==> src/rtl/i2c_slave_responder.sv <==
// Pointer-based I2C slave with a DEPTH x 8 register file. SCL/SDA are oversampled on pclk,
// synchronised, glitch-filtered, and decoded into START/STOP and bit events.
module i2c_slave_responder #(
  parameter logic [6:0] SLAVE_ADDR     = 7'h50,
  parameter int         DEPTH          = 16,
  parameter int         FILT_LEN       = 3,
  parameter int         SDA_HOLD       = 2,
  parameter int         STRETCH_CYCLES = 0,
  localparam int        PTR_W          = $clog2(DEPTH)
) (
  input  logic             pclk,
  input  logic             areset,
  input  logic             scl_i,
  input  logic             sda_i,
  output logic             scl_oe,
  output logic             sda_oe,
  output logic             busy,
  output logic             reg_wr_en,
  output logic [PTR_W-1:0] reg_wr_addr,
  output logic [7:0]       reg_wr_data,
  output logic             ack_err,
  output logic [3:0]       dbg_state
);

  typedef enum logic [3:0] {
    IDLE, ADDR, ADDR_ACK, PTR, PTR_ACK, WDATA, WDATA_ACK, RDATA, RDATA_ACK, IGNORE
  } state_t;

  localparam logic [15:0] STR_LOAD = 16'((STRETCH_CYCLES > 0) ? STRETCH_CYCLES - 1 : 0);
  localparam logic        STR_EN   = (STRETCH_CYCLES > 0);

  // Line index 1 = SCL, 0 = SDA throughout the front end.
  logic [1:0] sync1, sync2, filt, filt_q;
  logic [2:0] fcnt [2];

  always_ff @(posedge pclk) begin
    if (areset) begin
      sync1   <= 2'b11;
      sync2   <= 2'b11;
      filt    <= 2'b11;
      filt_q  <= 2'b11;
      fcnt[0] <= '0;
      fcnt[1] <= '0;
    end else begin
      sync1  <= {scl_i, sda_i};
      sync2  <= sync1;
      filt_q <= filt;
      for (int i = 0; i < 2; i++) begin
        if (sync2[i] == filt[i]) begin
          fcnt[i] <= '0;
        end else if (fcnt[i] == 3'(FILT_LEN - 1)) begin
          filt[i] <= sync2[i];
          fcnt[i] <= '0;
        end else begin
          fcnt[i] <= fcnt[i] + 3'd1;
        end
      end
    end
  end

  logic scl_f, sda_f, scl_rise, scl_fall, start_det, stop_det;

  assign scl_f     = filt[1];
  assign sda_f     = filt[0];
  assign scl_rise  = filt[1] & ~filt_q[1];
  assign scl_fall  = ~filt[1] & filt_q[1];
  assign start_det = scl_f & filt_q[0] & ~filt[0];
  assign stop_det  = scl_f & ~filt_q[0] & filt[0];

  state_t             state;
  logic [7:0]         regs [DEPTH];
  logic [PTR_W-1:0]   ptr, ptr_nxt;
  logic               ptr_ok, rw;
  logic [6:0]         shift;
  logic [7:0]         rx_byte, tx_byte;
  logic               ptr_in_range;
  logic [2:0]         bit_cnt;
  logic               hold_act;
  logic [7:0]         hold_cnt;
  logic               str_pend;
  logic [15:0]        str_cnt;
  logic               nack_pend, nack_rise;
  logic               drive_val;

  assign ptr_nxt      = ptr + PTR_W'(1);
  assign rx_byte      = {shift, sda_f};
  assign ptr_in_range = ({1'b0, rx_byte} < 9'(DEPTH));
  assign dbg_state    = state;

  // Level SDA should take once the post-fall hold time expires; 1 = pull low.
  always_comb begin
    drive_val = 1'b0;
    case (state)
      ADDR_ACK, WDATA_ACK: drive_val = 1'b1;
      PTR_ACK:             drive_val = ptr_ok;
      RDATA:               drive_val = ~tx_byte[7];
      default:             drive_val = 1'b0;
    endcase
  end

  // reg_wr_en is a valid-only strobe: one cycle per accepted byte, no backpressure.
  always_ff @(posedge pclk) begin
    if (areset) begin
      state       <= IDLE;
      sda_oe      <= 1'b0;
      scl_oe      <= 1'b0;
      busy        <= 1'b0;
      reg_wr_en   <= 1'b0;
      reg_wr_addr <= '0;
      reg_wr_data <= '0;
      ack_err     <= 1'b0;
      ptr         <= '0;
      ptr_ok      <= 1'b0;
      rw          <= 1'b0;
      shift       <= '0;
      tx_byte     <= '0;
      bit_cnt     <= '0;
      hold_act    <= 1'b0;
      hold_cnt    <= '0;
      str_pend    <= 1'b0;
      str_cnt     <= '0;
      nack_pend   <= 1'b0;
      nack_rise   <= 1'b0;
      for (int i = 0; i < DEPTH; i++) regs[i] <= '0;
    end else begin
      reg_wr_en <= 1'b0;
      ack_err   <= 1'b0;
      if (stop_det) begin
        state     <= IDLE;
        sda_oe    <= 1'b0;
        scl_oe    <= 1'b0;
        busy      <= 1'b0;
        bit_cnt   <= '0;
        hold_act  <= 1'b0;
        str_pend  <= 1'b0;
        nack_pend <= 1'b0;
        nack_rise <= 1'b0;
      end else if (start_det) begin
        state     <= ADDR;
        sda_oe    <= 1'b0;
        scl_oe    <= 1'b0;
        bit_cnt   <= '0;
        hold_act  <= 1'b0;
        str_pend  <= 1'b0;
        nack_pend <= 1'b0;
        nack_rise <= 1'b0;
      end else begin
        if (scl_fall) begin
          if (SDA_HOLD == 0) begin
            sda_oe <= drive_val;
          end else begin
            hold_act <= 1'b1;
            hold_cnt <= 8'(SDA_HOLD);
          end
        end else if (hold_act) begin
          if (hold_cnt <= 8'd1) begin
            sda_oe   <= drive_val;
            hold_act <= 1'b0;
          end else begin
            hold_cnt <= hold_cnt - 8'd1;
          end
        end

        if (scl_fall && str_pend) begin
          scl_oe   <= 1'b1;
          str_cnt  <= STR_LOAD;
          str_pend <= 1'b0;
        end else if (scl_oe) begin
          if (str_cnt == '0) scl_oe <= 1'b0;
          else               str_cnt <= str_cnt - 16'd1;
        end

        // A rise alone may still be the set-up for STOP/Sr; only a completed clock counts.
        if (scl_fall && nack_rise) begin
          ack_err   <= 1'b1;
          nack_pend <= 1'b0;
          nack_rise <= 1'b0;
        end

        if (scl_rise) begin
          case (state)
            ADDR: begin
              shift   <= rx_byte[6:0];
              bit_cnt <= bit_cnt + 3'd1;
              if (bit_cnt == 3'd7) begin
                if (shift == SLAVE_ADDR) begin
                  state <= ADDR_ACK;
                  busy  <= 1'b1;
                  rw    <= sda_f;
                end else begin
                  state <= IGNORE;
                  busy  <= 1'b0;
                end
              end
            end
            ADDR_ACK: begin
              str_pend <= STR_EN;
              bit_cnt  <= '0;
              if (rw) begin
                state   <= RDATA;
                tx_byte <= regs[ptr];
              end else begin
                state <= PTR;
              end
            end
            PTR: begin
              shift   <= rx_byte[6:0];
              bit_cnt <= bit_cnt + 3'd1;
              if (bit_cnt == 3'd7) begin
                state  <= PTR_ACK;
                ptr_ok <= ptr_in_range;
                if (ptr_in_range) ptr <= rx_byte[PTR_W-1:0];
              end
            end
            PTR_ACK: begin
              str_pend <= STR_EN;
              bit_cnt  <= '0;
              state    <= ptr_ok ? WDATA : IGNORE;
            end
            WDATA: begin
              shift   <= rx_byte[6:0];
              bit_cnt <= bit_cnt + 3'd1;
              if (bit_cnt == 3'd7) begin
                state       <= WDATA_ACK;
                regs[ptr]   <= rx_byte;
                reg_wr_en   <= 1'b1;
                reg_wr_addr <= ptr;
                reg_wr_data <= rx_byte;
              end
            end
            WDATA_ACK: begin
              str_pend <= STR_EN;
              bit_cnt  <= '0;
              ptr      <= ptr_nxt;
              state    <= WDATA;
            end
            RDATA: begin
              tx_byte <= {tx_byte[6:0], 1'b0};
              bit_cnt <= bit_cnt + 3'd1;
              if (bit_cnt == 3'd7) state <= RDATA_ACK;
            end
            RDATA_ACK: begin
              str_pend <= STR_EN;
              bit_cnt  <= '0;
              ptr      <= ptr_nxt;
              if (!sda_f) begin
                state   <= RDATA;
                tx_byte <= regs[ptr_nxt];
              end else begin
                state     <= IGNORE;
                nack_pend <= 1'b1;
              end
            end
            IGNORE: begin
              if (nack_pend) nack_rise <= 1'b1;
            end
            default: begin
              state <= state;
            end
          endcase
        end
      end
    end
  end

endmodule
==> config.mk <==
export PLATFORM = sky130hd
export DESIGN_NAME = i2c_slave_responder
export DESIGN_NICKNAME = d
export VERILOG_FILES = /design/src/rtl/i2c_slave_responder.sv
export SDC_FILE = /design/constraint.sdc
export NUM_CORES = 1
export LEC_CHECK = 0
export ABC_AREA = 1
export BUFFER_PORTS_ARGS = -buffer_cell sky130_fd_sc_hd__buf_2
export CORE_UTILIZATION = 50
export CTS_BUF_LIST = sky130_fd_sc_hd__clkbuf_4 sky130_fd_sc_hd__clkbuf_8 sky130_fd_sc_hd__clkbuf_16
export DETAILED_ROUTE_END_ITERATION = 7
export HOLD_SLACK_MARGIN = 0.15
export PLACE_DENSITY = 0.74
export SKIP_CTS_REPAIR_TIMING = 1
export SLEW_MARGIN = 0
export SYNTH_ARGS = -nofsm -noshare
export SYNTH_HDL_FRONTEND = slang
export SYNTH_SLANG_ARGS = --single-unit
export TNS_END_PERCENT = 50
==> constraint.sdc <==
create_clock -name pclk -period 3.4 [get_ports pclk]
set_clock_uncertainty 0.2 [all_clocks]
set_input_delay 0.17 -clock pclk [delete_from_list [all_inputs] [get_ports pclk]]
set_output_delay 0.17 -clock pclk [all_outputs]
set_load 0.01 [all_outputs]
Yosys cells after proc, flatten, opt, wreduce, memory -nomap -nowiden
Memory sizes are Yosys's and may differ from the RTL's. A register that Yosys moved wholly into a read port is not among the register bits.
Index checks and enable logic that the tools add are counted.
{ "op_classes": {"n_addsub": 6, "magnitude_cmp": 2, "n_eq_ne": 28, "n_mux": 86, "bitwise_logic": 22, "n_reduce_logical": 34} }
{ "op_table": {"columns": ["op", "count"], "rows": [
  ["two-way mux 1 bit", 53],
  ["two-way mux 16 bit", 3],
  ["two-way mux 4 bit", 12],
  ["two-way mux 8 bit", 6],
  ["one-hot mux 4 bit (8 select lines)", 1],
  ["AND reduction 6 bit", 5],
  ["one-hot mux 8 bit (3 select lines)", 1],
  ["two-way mux 3 bit", 7],
  ["!= test 2 bit, second input constant", 9],
  ["equality test 4 x 3 -> 1 bit, second input constant", 4],
  ["logical NOT 16 bit", 1],
  ["AND reduction 4 bit", 4],
  ["subtractor 16 x 1 -> 16 bit, second input constant", 1],
  ["!= test 3 bit, second input constant", 4],
  ["NOT 1 bit", 10],
  ["AND reduction 5 bit", 2],
  ["nonzero test 2 bit", 5],
  ["adder 3 x 1 -> 3 bit, second input constant", 3],
  ["nonzero test 9 bit", 1],
  ["equality test 4 x 2 -> 1 bit, second input constant", 2],
  ["equality test 4 bit, second input constant", 2],
  ["less-or-equal comparator 8 x 1 -> 1 bit, second input constant", 1],
  ["less-than comparator 8 x 5 -> 1 bit, second input constant", 1],
  ["one-hot mux 4 bit (2 select lines)", 1],
  ["20 further kinds", 39]
]} }
{ "totals": {"ff_bits": 81, "ram_bits": 134, "out_inout_bits": 21, "elab_cells": 206, "memories": 2} }
{ "mem_list": {"columns": ["memory", "depth", "width", "rd", "rd_clocked_by_memory_dff", "write_ports", "line", "text"], "rows": [
  ["regs", 16, 8, 2, 1, 16, "71", "logic [7:0] regs [DEPTH];"],
  ["fcnt", 2, 3, 2, 0, 2, "34", "logic [2:0] fcnt [2];"]
]} }

Longest topological paths before layout
{ "depth": {"word_depth": 10, "depth_mapped": 15, "depth_no_buf": 11} }

Worst setup path before layout
Ideal clock, no wire load.
{ "synth_timing": {"path_type": "reg2reg", "from": "register ptr[0]", "to": "register tx_byte[2]", "setup_time_ns": 0.056, "arrival_ns": 2.384, "slack_ns": 0.760, "path_stages_with_launch": 16, "n_path_buf": 4, "synth_period_minus_slack_ns": 2.640, "path_cell_list": "dfxtp_1 > clkbuf_1 > clkinv_1 > clkbuf_1 > ha_1 > clkbuf_1 > inv_1 > clkbuf_1 > nand3_1 > nand3_1 > nand3_1 > nand2_1 > nand2_1 > nand3_1 > nand2_1 > inv_1"} }
{ "synth_via": {"elab_chain_cells": 4} }
{ "synth_rtl": {"columns": ["item", "line", "text"], "rows": [
  ["start, declared", "72", "logic [PTR_W-1:0] ptr, ptr_nxt;"],
  ["start signal, assigned", "212", "if (ptr_in_range) ptr <= rx_byte[PTR_W-1:0];"],
  ["start signal, assigned", "234", "ptr <= ptr_nxt;"],
  ["start signal, assigned", "245", "ptr <= ptr_nxt;"],
  ["adder 4 x 1 -> 4 bit", "85", "assign ptr_nxt = ptr + PTR_W'(1);"],
  ["memory (16 x 8 bit)", null, null],
  ["two-way mux 8 bit", "246", "if (!sda_f) begin"],
  ["one-hot mux 8 bit (3 select lines)", "181", "case (state)"],
  ["end signal, assigned", "201", "tx_byte <= regs[ptr];"],
  ["end signal, assigned", "238", "tx_byte <= {tx_byte[6:0], 1'b0};"],
  ["end signal, assigned", "248", "tx_byte <= regs[ptr_nxt];"],
  ["end, declared", "75", "logic [7:0] rx_byte, tx_byte;"]
]} }
No other way between the ends. The select of a mux whose other input is x is not followed.
A chain may end at the register's enable or synchronous reset.

==> out/qor.yml <==
floorplan:
  die_w_um: 155.8
  rows: 55
  die_h_um: 155.8
  io_pins: 25
  initial_core_util: 0.5159
  placeableCoreArea_um2: 22920
  die-area_um2: 24260
place:
  dp_hpwl_um: 22570
  gp_congestion: 0.9276
  port_buffers: 24
finish:
  multi_input_comb_area_um2: 5012
  nets: 1654
  drive_above_1_share: 0.06409
  regArea_um2: 5728
  syn_to_final_growth_pct: 11.04
  diodes: 0
  fillers: 2125
setup_path:
  arrival_ps: 2900
  critical-path-top-delay-family: "simple AND/OR/NAND/NOR gates"
  required_ps: 3400
  worst_setup_path_start_kind: "register"
  criticalPathCategory: "register to register"
  cp_slowest_stage_delay_ps: 480
  end_kind: "register"
  slowest_stage: "nor2_2"
  rrSetupSlack_ps: 510
  crit_chain: "inv_2 > nor2_4 > nand3_1 > nor2_4 > nand3_2 > nor2_2 > nand2_1 > nand2_1"
  path_max_fanout: 9
  crit_buf_inv: 1
synthesis:
  ys_warn_count: 0
  synth_top_cell_area_share: 0.3404
  synthDistinctLibCells: 33
  synth_area_leaders: "edfxtp_1 (34%), dfxtp_1 (14%), nand2_1 (14%), nand3_1 (11%), nor2_1 (7.6%)"
  synthFlopType: "edfxtp_1"
  async_flop_share: 0
  synth_cells: 1628
  synthMostInstantiatedCell: "nand2_1"
  synthTopCellsByCount: "nand2_1 (447), nand3_1 (257), nor2_1 (238), inv_1 (210), edfxtp_1 (134)"
  ys_ff_latch: 219
  synth-edff-count: 134
  synth_area_leader_cell: "edfxtp_1"
  syn-cell-area_um2: 11820
  avgSynthCellArea_um2: 7.262
  ys_seq_area_frac: 0.4843
route:
  wl_um: 33410
  routed-via-count: 10780
  drt_iter0_markers: 1204
  via_per_inst: 5.481
  antenna_left: 0
  firstDrtPassIters: 6
  avgRoutedWirePerCell_um: 16.98
  drc_errors: 0
sta:
  final_hold_viol_count: 0
  hold-worst-slack_ps: 159.8
  worst_pin_slew_ps: 1168
  setup_tns_ps: 0
  slew_headroom: 0.2208
  period_share: 0.8514
  setup_viol: 0
  finalCriticalPeriod_ps: 2895
  drv_slew: 0
  rsz0062_at_grt: "false"
  fmax_mhz: 345.5
global_route:
  track_usage: 0.2768
  grt_max_degree: 73
  grt_pass1_wl_um: 51850
  overflow: 0
  antenna_found_initial: 0
  grt_pass1_vias: 9938
hold_path:
  hp-class: "input port to register"
clock_tree:
  cts_htree_levels: 1
  cts_tree: "built"
  clkTransAtPathRegs_ps: 60
  cts_sinks: 219
  cts_max_path_buffers: 3
  clk_latency_ps: 550
  root_buffer: "clkbuf_16"
  cts_buffers: 24
power_and_ir_drop:
  p_leak_nw: 5.778
  vdd_drop_max_v: 0.0003347
  power_density_nw_per_um2: 447.8
job:
  max_cap_violations: 0
outcome:
  status: "complete, no violations"
flip-flops by register name, summed over array words and instances (netlist names), 6 cells and up, named ones only:
name,flops
hold_cnt,8
shift,7
fcnt,6
tx_byte,8
regs,128
reg_wr_data,8
str_cnt,16
cells in the final DEF (no fill, tap or decap), types with 24 or more instances in the layout:
| cell type | n |
|---|---|
| edfxtp_1 | 134 |
| nand3_1 | 257 |
| o21ai_0 | 33 |
| clkbuf_16 | 28 |
| inv_1 | 210 |
| dfxtp_1 | 83 |
| nor2_1 | 238 |
| a21oi_1 | 55 |
| nand2_1 | 447 |
| buf_2 | 24 |
cell type report:
| type | count | share of cell area |
|---|---|---|
| clock inverters | 10 | 0.006291 |
| inverters | 222 | 0.06348 |
| multi-input cells | 1120 | 0.3818 |
| clock buffers | 33 | 0.05671 |
| flip-flops and latches | 219 | 0.4363 |
| repair buffers | 50 | 0.02554 |
| well taps | 313 | 0.02983 |
through the flow:
stage | instances | power (mW) | utilization | setup WS [ps] | instance area (µm²)
6_report | 1967 | 5.878 | 0.5729 | 505.4 | 13130
5_1_grt | 1967 | 6.036 | 0.5729 | 246.2 | 13130
4_1_cts | 1964 | 5.894 | 0.5712 | 550.0 | 13090
3_5_place_dp | 1921 | 3.276 | 0.5351 | 560.0 | 12260
3_3_place_gp | 1921 | 3.268 | 0.5351 | 630.9 | 12260
2_1_floorplan | 1633 | 3.188 | - | 760.4 | 11840
path summary, 6_finish.rpt:
path | startpoint | end | cells past startpoint
worst max-delay path | filt[1] | regs[13][2] | 8
worst min-delay path | scl_i | sync1[1] | 3
worst max register to register | filt[1] | regs[13][2] | 8
worst min register to register | sync1[0] | sync2[0] | 1
power by group:
part,switching [mW],total [mW],internal [mW]
combinational,0.210,0.297,0.0872
clock,1.10,2.65,1.55
sequential,0.0362,2.93,2.90
total,1.35,5.88,4.53
worst register-to-register path, cell delays in order, from the launching register on:
cell	delay, ps
dfxtp_1	410
inv_2	80
nor2_4	180
nand3_1	190
nor2_4	150
nand3_2	160
nor2_2	480
nand2_1	330
nand2_1	360
logic make-up (layout without fill, tap and decap cells):
logic type                 Yosys count  in the layout  synth area share
DFF                                219            219            0.4843
xor gates and xnor gates            14             14           0.01037
and+or+nand+nor                    977            977            0.3459
adders and majority gates           13             13           0.01376
other                                1              6         0.0003172
AOI/OAI and AO/OA                  110            110           0.05143
buffers and inverters              294            315           0.09398
layer usage:
metal / global-route usage / vias to the layer above / share of wire
li1: - / 5214 / -
met1: 0.3776 / 4957 / 0.42
met2: 0.4352 / 519 / 0.45
met3: 0.05194 / 91 / 0.097
met4: 0.1092 / 0 / 0.037
met5: 0 / - / 0
No activity file was read; power rests on OpenSTA's default activity.
